--- src/rtl/led_pwm_ctrl.sv ---
// Per-channel LED PWM (OFF/STEADY/BLINK/BREATHE). A config slot is applied only at a PWM period wrap, and cfg_ready stays low while it waits.
// pwm_out is registered 1 cycle after pwm_cnt. The breathing generator is built only with LED_PWM_CTRL_BREATHE_EN defined.
module led_pwm_ctrl #(
  parameter int CHANNELS    = 3,
  parameter int PWM_BITS    = 8,
  parameter int TICK_DIV    = 48000,
  parameter int BLINK_TICKS = 250
) (
  input  logic                clk,
  input  logic                rst,
  input  logic                cfg_valid,
  output logic                cfg_ready,
  input  logic [2:0]          cfg_chan,
  input  logic [1:0]          cfg_mode,
  input  logic [PWM_BITS-1:0] cfg_duty,
  output logic [CHANNELS-1:0] pwm_out,
  output logic                tick_out
);
  localparam int PSW = $clog2(TICK_DIV);
  localparam int BCW = (BLINK_TICKS > 1) ? $clog2(BLINK_TICKS) : 1;
  localparam logic [PWM_BITS-1:0] PWM_MAX = '1;

  typedef enum logic [1:0] {
    MODE_OFF     = 2'd0,
    MODE_STEADY  = 2'd1,
    MODE_BLINK   = 2'd2,
    MODE_BREATHE = 2'd3
  } mode_e;

  logic [PSW-1:0]      presc;
  logic [PWM_BITS-1:0] pwm_cnt;
  logic                pwm_wrap;
  logic                rdy_q;
  logic                pending;
  logic                cfg_xfer;
  logic [2:0]          pend_chan;
  mode_e               pend_mode;
  logic [PWM_BITS-1:0] pend_duty;
  mode_e               mode_q   [CHANNELS];
  logic [PWM_BITS-1:0] duty_q   [CHANNELS];
  logic [PWM_BITS-1:0] eff_duty [CHANNELS];
  logic [BCW-1:0]      blink_cnt;
  logic                blink_phase;

  assign pwm_wrap  = (pwm_cnt == PWM_MAX);
  assign cfg_ready = rdy_q & ~pending;
  assign cfg_xfer  = cfg_valid & cfg_ready;

  always_ff @(posedge clk) begin
    if (rst) begin
      presc       <= '0;
      tick_out    <= 1'b0;
      pwm_cnt     <= '0;
      blink_cnt   <= '0;
      blink_phase <= 1'b0;
    end else begin
      tick_out <= (presc == PSW'(TICK_DIV - 1));
      presc    <= (presc == PSW'(TICK_DIV - 1)) ? '0 : presc + 1'b1;
      pwm_cnt  <= pwm_cnt + 1'b1;
      if (tick_out) begin
        if (blink_cnt == BCW'(BLINK_TICKS - 1)) begin
          blink_cnt   <= '0;
          blink_phase <= ~blink_phase;
        end else begin
          blink_cnt <= blink_cnt + 1'b1;
        end
      end
    end
  end

  // Pending slot lands only on the wrap edge, so a period never changes duty midway
  always_ff @(posedge clk) begin
    if (rst) begin
      rdy_q     <= 1'b0;
      pending   <= 1'b0;
      pend_chan <= '0;
      pend_mode <= MODE_OFF;
      pend_duty <= '0;
      for (int i = 0; i < CHANNELS; i++) begin
        mode_q[i] <= MODE_OFF;
        duty_q[i] <= '0;
      end
    end else begin
      rdy_q <= 1'b1;
      if (cfg_xfer) begin
        pending   <= 1'b1;
        pend_chan <= cfg_chan;
        pend_mode <= mode_e'(cfg_mode);
        pend_duty <= cfg_duty;
      end else if (pending && pwm_wrap) begin
        pending <= 1'b0;
        for (int i = 0; i < CHANNELS; i++) begin
          if (pend_chan == 3'(i)) begin
            mode_q[i] <= pend_mode;
            duty_q[i] <= pend_duty;
          end
        end
      end
    end
  end

`ifdef LED_PWM_CTRL_BREATHE_EN
  logic [PWM_BITS-1:0]   level;
  logic                  level_up;
  logic [2*PWM_BITS-1:0] breath_prod [CHANNELS];

  // Triangle wave: bounces at both ends instead of wrapping
  always_ff @(posedge clk) begin
    if (rst) begin
      level    <= '0;
      level_up <= 1'b1;
    end else if (tick_out) begin
      if (level_up) begin
        if (level == PWM_MAX) begin
          level_up <= 1'b0;
          level    <= level - 1'b1;
        end else begin
          level <= level + 1'b1;
        end
      end else begin
        if (level == '0) begin
          level_up <= 1'b1;
          level    <= level + 1'b1;
        end else begin
          level <= level - 1'b1;
        end
      end
    end
  end

  always_comb begin
    for (int i = 0; i < CHANNELS; i++) begin
      breath_prod[i] = {{PWM_BITS{1'b0}}, duty_q[i]} * {{PWM_BITS{1'b0}}, level};
    end
  end
`endif

  always_comb begin
    for (int i = 0; i < CHANNELS; i++) begin
      eff_duty[i] = '0;
      case (mode_q[i])
        MODE_STEADY:  eff_duty[i] = duty_q[i];
        MODE_BLINK:   eff_duty[i] = blink_phase ? duty_q[i] : '0;
`ifdef LED_PWM_CTRL_BREATHE_EN
        MODE_BREATHE: eff_duty[i] = PWM_BITS'(breath_prod[i] >> PWM_BITS);
`else
        MODE_BREATHE: eff_duty[i] = duty_q[i];
`endif
        default:      eff_duty[i] = '0;
      endcase
    end
  end

  always_ff @(posedge clk) begin
    if (rst) begin
      pwm_out <= '0;
    end else begin
      for (int i = 0; i < CHANNELS; i++) begin
        pwm_out[i] <= (pwm_cnt < eff_duty[i]);
      end
    end
  end
endmodule

--- config.mk ---
export PLATFORM = sky130hd
export DESIGN_NAME = led_pwm_ctrl
export DESIGN_NICKNAME = d
export VERILOG_FILES = /design/src/rtl/led_pwm_ctrl.sv
export SDC_FILE = /design/constraint.sdc
export NUM_CORES = 1
export LEC_CHECK = 0
export ABC_AREA = 1
export CORE_MARGIN = 5
export CORE_UTILIZATION = 40
export CTS_CLUSTER_DIAMETER = 50
export DETAILED_ROUTE_END_ITERATION = 12
export GPL_ROUTABILITY_DRIVEN = 0
export GPL_TIMING_DRIVEN = 1
export PLACE_DENSITY_LB_ADDON = 0.05
export SLEW_MARGIN = 25
export SYNTH_ARGS = -nofsm -noshare
export SYNTH_HDL_FRONTEND = slang
export SYNTH_SLANG_ARGS = --single-unit
--- constraint.sdc ---
create_clock -name clk -period 2.2 [get_ports clk]
set_input_delay 0.55 -clock clk [delete_from_list [all_inputs] [get_ports clk]]
set_output_delay 0.55 -clock clk [all_outputs]
set_load 0.05 [all_outputs]
---- Word-level counts from Yosys, hierarchy flattened ----
Memory sizes are Yosys's and may differ from the RTL's.
Cells that the tools add are included.
storage, ports and cells
  memory bits (read-only) ................. 0
  logic and storage cells ................. 84
  memory bits (writable) .................. 30
  bits in latches ......................... 0
  input bits .............................. 16
  memories kept ........................... 2
  output and inout bits ................... 5
  flip-flop bits (word level) ............. 52
memory list
  memory  depth  width  read ports  clocked after memory_dff  write ports  line  text
  duty_q  3      8      3           0                         3            40    logic [PWM_BITS-1:0] duty_q [CHANNELS];
  mode_q  3      2      3           0                         3            39    mode_e mode_q [CHANNELS];
operators by class
  eq/ne operators ......................... 14
  shift operators ......................... 0
  $add $sub $neg .......................... 3
  bitwise operators ....................... 10
  divide/modulo/power cells ............... 0
  magnitude comparators ................... 3
  reduce and logical (&&, ||, !) cells .... 8
  muxes and demuxes ....................... 33
  $mul .................................... 0
operators by type and width
  cell                                           number
  two-way mux 8 bit                              7
  one-hot mux 8 bit (2 select lines)             3
  < comparator 8 bit                             3
  two-way mux 1 bit                              20
  adder 16 x 1 -> 16 bit, second input constant  1
  adder 8 x 1 -> 8 bit, second input constant    2
  == test 16 bit, second input constant          1
  == test 8 bit, second input constant           2
  == test 2 bit, second input constant           6
  OR reduction 2 bit                             4
  == test 2 x 1 -> 1 bit, second input constant  3
  two-way mux 2 bit                              3
  bitwise OR 1 bit                               6
  == test 3 x 1 -> 1 bit, second input constant  1
  == test 3 x 2 -> 1 bit, second input constant  1
  logical NOT 3 bit                              1
  AND 1 bit                                      2
  inverter 1 bit                                 2
  AND reduction 2 bit                            1
  nonzero test 2 bit                             1
  logical AND 1 bit                              1

---- Logic depth before layout (Yosys ltp) ----
  word-level depth ........................ 7
  gate-level depth with buffers ........... 11
  mapped depth without buffers ............ 11

---- Worst setup path before layout ----
No wires, ideal clock.
  kind .................................... reg2reg
  start point ............................. register pwm_cnt[0]
  end point ............................... memory duty_q[0][0], enable pin
  library setup time ...................... 0.391 ns
  period minus slack after synthesis ...... 2.082 ns
  setup slack ............................. 0.118 ns
  arrival ................................. 1.691 ns
  required time ........................... 1.809 ns
  stages on the path, launching flop included .. 6
  buffers on the path ..................... 0
  path through ............................ dfxtp_1 ha_1 nand2_1 nor2_2 nand3_2 o21ai_0
RTL lines
  what                    line  text
  start, declared         31    logic [PWM_BITS-1:0] pwm_cnt;
  start signal, assigned  59    pwm_cnt <= pwm_cnt + 1'b1;
  end, declared           40

---- Worst setup path in the final report ----
  start point ............................. register pwm_out[0]
  end point ............................... output port pwm_out[0]
RTL lines
  what                             line  text
  start, declared                  16    output logic [CHANNELS-1:0] pwm_out,
  start signal, assigned by index  159   pwm_out[i] <= (pwm_cnt < eff_duty[i]);
No word-level cell between the ends.

==> flow_metrics.tcl <==
set metrics [dict create \
    hold_class "reg -> reg" \
    finalHoldWorstSlack_ns 0.448 \
    worstMarginPinSlew_ns 0.492 \
    portBuffers 20 \
    hold_viol 0 \
    syn_avg_cell_area_um2 8.50 \
    synth_nets 490 \
    core-area_um2 9280 \
    ys_types 33 \
    status "finished clean" \
    synth_edf_count 30 \
    critical_path_buf_inv_count 1 \
    slowest_delay_ns 0.79 \
    h-tree-depth 3 \
    hpwl_um 5770 \
    arrival_ns 1.45 \
    drt_first_pass_iters 4 \
    fill_cells 959 \
    grt_antenna_before_repair 0 \
    report.final.slew_viol_count 0 \
    via_count 2832 \
    yosysWarnings 0 \
    placed_area_um2 4260 \
    drc 0 \
    core.rowCount 35 \
    ant_nets 0 \
    chipHeight_um 108 \
    top_usage_layer "met2" \
    critPathSlowestCell "clkdlybuf4s50_1" \
    grt_first_pass_wirelength_um 13500 \
    gr-usage-met1_pct 20.5 \
    cp_top_family "buffers and inverters" \
    worst-path-max-fanout 1 \
    drive_above_1_share_pct 9.37 \
    clock_latency_ns 0.36 \
    clock_path_buffers 2 \
    ctsHoldBuffers 0 \
    ios 21 \
    cts_root_buffer "clkbuf_8" \
    multi_input_area_um2 1610 \
    numClockSinks 82 \
    crit_chain "clkdlybuf4s50_1" \
    fin_ws_ns 0.195 \
    required_ns 1.65 \
    cts.reportedPaths.clkPinSlew_ns 0.08 \
    power_density_nw_per_um2 680 \
    setup_viol 0 \
    start_kind "flop" \
    p_leak_nw 1.83 \
    met3_usage_pct 2.70 \
    cap_viol_max_count 0 \
    fp.dieArea_um2 11600 \
    fmax_mhz 499 \
    cts_tree "built" \
    synthesis.area_um2 3820 \
    path_class "reg -> out" \
    synth_seq_cells 82 \
    syn2layout_area_growth_pct 17.0 \
    cts_setup_buffers 0 \
    post_drt_wl_per_cell_um 12.3 \
    synth_top_area_share_pct 27.3 \
    gr-total-overflow 0 \
    rsz0062_at_grt "false" \
    synth_area_leader_cell "dfxtp_1" \
    place_inst 604 \
    grt_usage_pct 14.9 \
    ir_drop_mv 0.349 \
    synth_ff_type "dfxtp_1" \
    ys_seq_area_share_pct 50.9 \
    initial_utilization_pct 41.1 \
    finClkSkew_ns 0.0110 \
    period_minus_slack_ns 2.00 \
    async_flop_share_pct 0 \
    cp-end-kind "output pin" \
    netlist_top_cells_area "dfxtp_1, edfxtp_1, nand2_1" \
    wirelength_um 7640 \
    cts_inserted_buffers 9 \
    syn-instance-count 449 \
    first_iter_violations 70 \
    use_met2_pct 23.0 \
    fin_crit_sh_pct 91.1 \
    post_cts_resized 0 \
    pre_cts_slack_ns 0.0713 \
    setup_tns_ns 0 \
    drt-vias-per-instance 4.57 \
    grt_max_degree 27 \
    seq_area_um2 1940 \
    total_power_mw 3.04 \
    die_width_um 108 \
    first_global_vias 2890 \
    layout.nets 527 \
    fin_util_pct 48.1 \
    slew_headroom_pct 67.1 \
    layout.cells.non_filler 620 \
    finalInstanceArea_um2 4470 \
    antenna_cells 0 \
]
## worst paths after layout
path / depth (start not counted) / endpoint / start / slack (ns)
max: 1 / pwm_out[0] / pwm_out[0]$_SDFF_PP0_ / 0.20
min: 1 / presc[0]$_SDFF_PP0_ / presc[0]$_SDFF_PP0_ / 0.45
max reg2reg: 6 / duty_q[0][6]$_DFFE_PP_ / pwm_cnt[1]$_SDFF_PP0_ / 0.38
min reg2reg: 1 / presc[0]$_SDFF_PP0_ / presc[0]$_SDFF_PP0_ / 0.45
## cells by family (layout without fill, tap and decap cells)
logic type,count (synthesis),count (layout),synth area share [%]
xor+xnor,9,9,2.07
fa+ha+maj,25,25,8.20
buf+inv,66,108,6.95
compound gates,54,54,7.38
flops,82,82,50.9
simple gates,213,213,24.5
## Yosys cell counts, types with 2 or more instances
cell type / count
nand3_2: 2
o21ai_0: 18
buf_4: 2
nand3b_1: 2
nor3b_1: 3
nand3_1: 15
edfxtp_1: 30
xor2_1: 6
xnor2_1: 3
a211oi_1: 4
nor4_1: 2
nand2_1: 107
a21oi_1: 31
nor2_2: 5
nor2_1: 57
nand4_1: 2
nand2_2: 2
clkbuf_1: 2
dfxtp_1: 52
ha_1: 25
buf_2: 2
inv_1: 58
nor3_1: 9
## where the power goes
group	switching (mW)	total [mW]	leakage (nW)	internal [mW]
clock	0.573	1.11	0.104	0.534
sequential	0.0210	1.65	0.709	1.63
combinational	0.168	0.281	1.01	0.113
total	0.762	3.04	1.83	2.28
## layout by cell type (no fill, tap or decap), drive strengths merged, types with 5 or more instances in the layout
cell and n:
a21oi 31, xor2 6, nand2 110, inv 60
ha 25, clkdlybuf4s50 18, clkbuf 9, o21ai 18
edfxtp 30, dfxtp 52, nor3 11, buf 15
clkinv 5, nand3 17, nor2 63
## sequential cells by signal, summed over array words and instances, names as in the netlist
register	cells
blink_cnt	8
pend_mode	2
presc	16
pending	1
tick_out	1
pwm_out	3
mode_q	6
pend_chan	3
pend_duty	8
rdy_q	1
pwm_cnt	8
blink_phase	1
duty_q	24
## routing by layer
layer	wire length, um	share of wire (%)
met5	0	0
met2	3240	42
met1	3990	52
met3	244	3.2
met4	172	2.3
## layout make-up
class / count / share of cell area [%]
Timing Repair Buffer: 33 / 7.39
Multi-Input combinational cell: 301 / 36.0
Clock inverter: 7 / 1.76
Sequential cell: 82 / 43.5
Tap cell: 129 / 3.61
Inverter: 59 / 4.96
Clock buffer: 9 / 2.77
No activity file was read; power rests on OpenSTA's default activity.
